**src/rtl/pipe_sync_types_pkg.sv**
```systemverilog
// Shared types for the pipeline synchronisation sequencer (fence_wfi_ctrl).
package pipe_sync_types_pkg;

    typedef enum logic [2:0] {
        S_IDLE     = 3'd0,
        S_DFLUSH   = 3'd1,
        S_IINV     = 3'd2,
        S_WFI_WAIT = 3'd3,
        S_RETIRE   = 3'd4,
        S_HALTED   = 3'd5
    } sync_state_t;

    localparam int WFI_CNT_W_DEFAULT = 16;

endpackage

```
**src/rtl/fence_wfi_ctrl_wfi_timer.sv**
```systemverilog
// wfi_timer: saturating WFI cycle counter with a forced-wake compare.
module wfi_timer #(
    parameter int WFI_TIMEOUT = 0,
    parameter int CNT_W       = 16
) (
    input  logic CLK,
    input  logic nRST,
    input  logic i_clear,
    input  logic i_enable,
    output logic o_expired
);

    localparam logic             TMO_EN   = (WFI_TIMEOUT != 0);
    localparam logic [CNT_W-1:0] CNT_MAX  = {CNT_W{1'b1}};
    localparam logic [CNT_W-1:0] CNT_ONE  = CNT_W'(1);
    localparam logic [CNT_W-1:0] TMO_LAST = TMO_EN ? CNT_W'(WFI_TIMEOUT - 1) : {CNT_W{1'b0}};

    logic [CNT_W-1:0] r_cnt;

    // Cycle counter: cleared on WFI entry, counts while waiting, holds at all-ones.
    always_ff @(posedge CLK or negedge nRST) begin
        if (!nRST) begin
            r_cnt <= {CNT_W{1'b0}};
        end else if (i_clear) begin
            r_cnt <= {CNT_W{1'b0}};
        end else if (i_enable && (r_cnt != CNT_MAX)) begin
            r_cnt <= r_cnt + CNT_ONE;
        end else begin
            r_cnt <= r_cnt;
        end
    end

    assign o_expired = TMO_EN && (r_cnt == TMO_LAST);

endmodule

```
**src/rtl/fence_wfi_ctrl.sv**
```systemverilog
// fence_wfi_ctrl: sequences FENCE.I, WFI and HALT in the execute stage.
// Define FENCEI_CACHE_MAINT_EN to run the D-cache flush / I-cache invalidate handshakes on FENCE.I.
module fence_wfi_ctrl
    import pipe_sync_types_pkg::*;
#(
    parameter int WFI_TIMEOUT = 0,
    parameter int WFI_CNT_W   = WFI_CNT_W_DEFAULT
) (
    input  logic CLK,
    input  logic nRST,
    input  logic ex_valid,
    input  logic ifence,
    input  logic wfi,
    input  logic halt,
    input  logic interrupt_pending,
    output logic dcache_flush_req,
    input  logic dcache_flush_done,
    output logic icache_inv_req,
    input  logic icache_inv_done,
    output logic stall_pipe,
    output logic flush_fetch,
    output logic insn_done,
    output logic busy,
    output logic halted
);

`ifdef FENCEI_CACHE_MAINT_EN
    localparam sync_state_t FENCE_ENTRY = S_DFLUSH;
    localparam logic        CACHE_MAINT = 1'b1;
`else
    // Cacheless build: FENCE.I only needs the fetch squash in RETIRE.
    localparam sync_state_t FENCE_ENTRY = S_RETIRE;
    localparam logic        CACHE_MAINT = 1'b0;
    logic w_unused_done;
    assign w_unused_done = dcache_flush_done ^ icache_inv_done;
`endif

    sync_state_t r_state;
    sync_state_t w_state_next;
    logic        r_is_fence;
    logic        w_is_fence_next;
    logic        w_trig;
    logic        w_timer_clear;
    logic        w_timer_en;
    logic        w_wfi_expired;

    assign w_trig     = ex_valid & (halt | ifence | wfi);
    assign w_timer_en = (r_state == S_WFI_WAIT);

    wfi_timer #(
        .WFI_TIMEOUT (WFI_TIMEOUT),
        .CNT_W       (WFI_CNT_W)
    ) u_wfi_timer (
        .CLK       (CLK),
        .nRST      (nRST),
        .i_clear   (w_timer_clear),
        .i_enable  (w_timer_en),
        .o_expired (w_wfi_expired)
    );

    // State register and fence flag.
    always_ff @(posedge CLK or negedge nRST) begin
        if (!nRST) begin
            r_state    <= S_IDLE;
            r_is_fence <= 1'b0;
        end else begin
            r_state    <= w_state_next;
            r_is_fence <= w_is_fence_next;
        end
    end

    // Next-state logic; triggers are only looked at in IDLE.
    always_comb begin
        w_state_next    = r_state;
        w_is_fence_next = r_is_fence;
        w_timer_clear   = 1'b0;
        case (r_state)
            S_IDLE: begin
                if (!w_trig) begin
                    w_state_next = S_IDLE;
                end else if (halt) begin
                    w_state_next = S_HALTED;
                end else if (ifence) begin
                    w_state_next    = FENCE_ENTRY;
                    w_is_fence_next = 1'b1;
                end else begin
                    w_state_next    = S_WFI_WAIT;
                    w_is_fence_next = 1'b0;
                    w_timer_clear   = 1'b1;
                end
            end
`ifdef FENCEI_CACHE_MAINT_EN
            S_DFLUSH: begin
                if (dcache_flush_done) begin
                    w_state_next = S_IINV;
                end else begin
                    w_state_next = S_DFLUSH;
                end
            end
            S_IINV: begin
                if (icache_inv_done) begin
                    w_state_next = S_RETIRE;
                end else begin
                    w_state_next = S_IINV;
                end
            end
`else
            S_DFLUSH: w_state_next = S_IDLE;
            S_IINV:   w_state_next = S_IDLE;
`endif
            S_WFI_WAIT: begin
                if (interrupt_pending || w_wfi_expired) begin
                    w_state_next = S_RETIRE;
                end else begin
                    w_state_next = S_WFI_WAIT;
                end
            end
            S_RETIRE: w_state_next = S_IDLE;
            S_HALTED: w_state_next = S_HALTED;
            default:  w_state_next = S_IDLE;
        endcase
    end

    // Moore outputs, except the zero-latency stall on the trigger cycle.
    always_comb begin
        stall_pipe       = 1'b0;
        dcache_flush_req = 1'b0;
        icache_inv_req   = 1'b0;
        flush_fetch      = 1'b0;
        insn_done        = 1'b0;
        busy             = 1'b1;
        halted           = 1'b0;
        case (r_state)
            S_IDLE: begin
                stall_pipe = w_trig;
                busy       = 1'b0;
            end
            S_DFLUSH: begin
                stall_pipe       = 1'b1;
                dcache_flush_req = CACHE_MAINT;
            end
            S_IINV: begin
                stall_pipe     = 1'b1;
                icache_inv_req = CACHE_MAINT;
            end
            S_WFI_WAIT: stall_pipe = 1'b1;
            S_RETIRE: begin
                insn_done   = 1'b1;
                flush_fetch = r_is_fence;
            end
            S_HALTED: begin
                stall_pipe = 1'b1;
                halted     = 1'b1;
            end
            default: busy = 1'b0;
        endcase
    end

endmodule

```
**config.mk**
```make
export PLATFORM = sky130hd
export DESIGN_NAME = fence_wfi_ctrl
export DESIGN_NICKNAME = d
export VERILOG_FILES = /design/src/rtl/pipe_sync_types_pkg.sv /design/src/rtl/fence_wfi_ctrl_wfi_timer.sv /design/src/rtl/fence_wfi_ctrl.sv
export SDC_FILE = /design/constraint.sdc
export NUM_CORES = 1
export LEC_CHECK = 0
export BUFFER_PORTS_ARGS = -buffer_cell sky130_fd_sc_hd__buf_2
export CAP_MARGIN = 10
export CORE_AREA = 2 2 39 41
export DETAILED_ROUTE_END_ITERATION = 7
export DIE_AREA = 0 0 41 43
export PLACE_DENSITY_LB_ADDON = 0.2
export SYNTH_ARGS = -nofsm -noshare
export SYNTH_HDL_FRONTEND = slang
export SYNTH_SLANG_ARGS = --single-unit
```
**constraint.sdc**
```tcl
create_clock -name CLK -period 1.61 [get_ports CLK]
set_clock_uncertainty 0.05 [all_clocks]
set_input_delay 0.322 -clock CLK [delete_from_list [all_inputs] [get_ports CLK]]
set_output_delay 0.322 -clock CLK [all_outputs]
set_load 0.02 [all_outputs]
```
==> run metrics <==
Max Cap Viol=0; fmax=653 MHz; leading area contributor after synthesis=dfrtp_1; share of cells above drive strength 1=51.0%; num rows=14; slack of the critical path=between 0.07 and 0.08 ns; routed wire length per instance=9.57 um; cts bufs inserted=3; Clock Tree Buf Depth=2; Hold Crit Class=input pin to flip-flop; Critical Path Start Type=flip-flop; Die Ht=about 43 um; # DRC=0; overall routing resource usage=around 10%; fin crit period=1.53 ns; Initial Utilization=between 20 and 25%; crit end category=output pin; largest net degree at the start of global routing=8; final hold vios=0; Cells after DPL=60; drt total wl=622 um; Avg Cell Area, Syn=about 8.5 um2; sequential power share=between 30% and 40%; antenna cell count=0; slowest CP cell=dfrtp_2; P&R area growth vs syn=44.4%; yosys warns=0; WP data arrival=around 1.2 ns; Final Power=630 uW; Synth top area share=a little over a third; Buffers on Ports=11; grt ovf=0; DP Worst Slack=about 0.17 ns; clock-pin transition on the worst setup and hold timing paths=approximately 0.040 ns; Power Density=approximately 1600 nW/um2; WP data required=1.24 ns; Die Area=around 1800 um2; Setup Crit Path Kind=flip-flop to output pin; status=finished clean; Clock power frac=a little under a fifth; # clock sinks=4; fin util=29.4%; most common cell after layout, fill and taps aside=buf_2; switching share of power=42.4%; maximum vdd drop=about 0.70 mV; Lkg Pwr=0.000197 uW; Die Span X=roughly 40 um; first-pass GRT wire length=1130 um; Mapped Cells=33; vias in the first global route=between 200 and 300; Non-Filler Instances=65; largest cells by area after synthesis=dfrtp_1, o21ai_0, buf_4; Pins Over Slew Limit=0; Clk Latency, worst-skew pair=0.23 ns; Final ANT Viol Nets=0; I/O pins=16; Vias/cell=between 4 and 5; DR iter-0 viols=2; initial antenna violation count=0; # H-tree levels=1; Post-DP HPWL=slightly below 500 um; most frequent cells in the layout=buf_2, o21ai_0; Cell Chain, Critical Path=nor2b_1 > and2_2 > buf_2; Worst path max stage delay=approximately 0.44 ns; Internal=between 300 and 400 uW; mapped cell area=about 280 um2; first-pass iteration count of the detailed router=2; switching pwr=around 270 uW; Yosys cell types=21; nets@finish=60; routability congestion estimate=between 0.7 and 0.8; total number of vias=about 290; Comb pwr share=49.4%; post-route clock period utilization=between 90% and 100%; maximum fanout along the worst path=7; FF+latch count, synth=4; CTS Root Cell=clkbuf_4; post-synthesis sequential area ratio=35.6%; CTS tree=yes; # setup viols final=0; core area=about 1400 um2
final timing paths:
path	from	slack [ns]	to	depth (start not counted)
min in group asynchronous	nRST	0.37	r_is_fence	2
max in group asynchronous	nRST	1.01	r_state[1]	2
hold reg to reg	r_is_fence	0.45	r_is_fence	2
setup reg to reg	r_state[0]	0.18	r_is_fence	3
setup / recovery	r_state[2]	0.08	halted	3
hold / removal	halt	0.28	r_is_fence	2
cells in the mapped netlist (all sizes together):
library cell,count
a21oi,1
and2,2
and3,1
and3b,1
buf,2
conb,1
dfrtp,4
inv,2
nand2,2
nor2,2
nor2b,1
nor3,1
nor3b,1
o21ai,8
o311ai,1
o31ai,1
or2b,1
or4b,1
worst max-delay path, delay by kind of cell, from the launching register on:
| family | cells | cell delay, ns |
|---|---|---|
| buffers and inverters | 1 | 0.15 |
| flip-flops | 1 | 0.44 |
| AND/OR/NAND/NOR | 2 | 0.34 |
power by group through the flow:
stage,clock network (uW),logic [uW],registers [uW]
finish,121,311,198
global route,139,344,209
CTS,125,302,194
detailed placement,0,291,188
global placement,0,293,191
floorplan,0,211,171
what timing repair did:
item                                    4_1_cts  5_1_grt
resized for setup                             2        5
pin swaps                                     0        1
endpoints found under the setup margin        2        4
hold buffers                                  1        0
buffers inserted                              0        1
endpoints found under the hold margin         4        0
per-layer routing:
| metal | share of wire, % | GRT usage (%) | vias up |
|---|---|---|---|
| met5 | 0 | 0 | - |
| met4 | 0 | 10.0 | 0 |
| met3 | 4.7 | 1.57 | 0 |
| met2 | 51 | 12.5 | 8 |
| met1 | 44 | 12.6 | 131 |
| li1 | - | - | 147 |
kinds of logic after synthesis:
family / count (synthesis) / synth area share [%]
other cells: 1 / 1.33
simple gates: 13 / 30.2
compound gates: 11 / 24.9
buf+inv: 4 / 8.00
flops: 4 / 35.6
stage by stage:
stage	cell area, um2	setup TNS [ns]	hold slack [ns]
final	407	0	0.277
after global routing	407	-0.0123	0.286
after CTS	393	0	0.272
after detailed placement	353	0	0.0784
after global placement	353	0	0.0784
after floorplan	285	0	-0.0236
area by class of cell:
type / instances / area, um2
Timing Repair Buffer: 14 / 82.6
Inverter: 2 / 7.51
Clock buffer: 3 / 22.5
Sequential cell: 4 / 104
Multi-Input combinational cell: 26 / 170
Fill cell: 159 / 977
Tap cell: 16 / 20.0
registers in the layout, summed over array words and instances (netlist names):
register,flops
r_is_fence,1
r_state,3
Note: power is estimated with default switching activity, not from simulation.
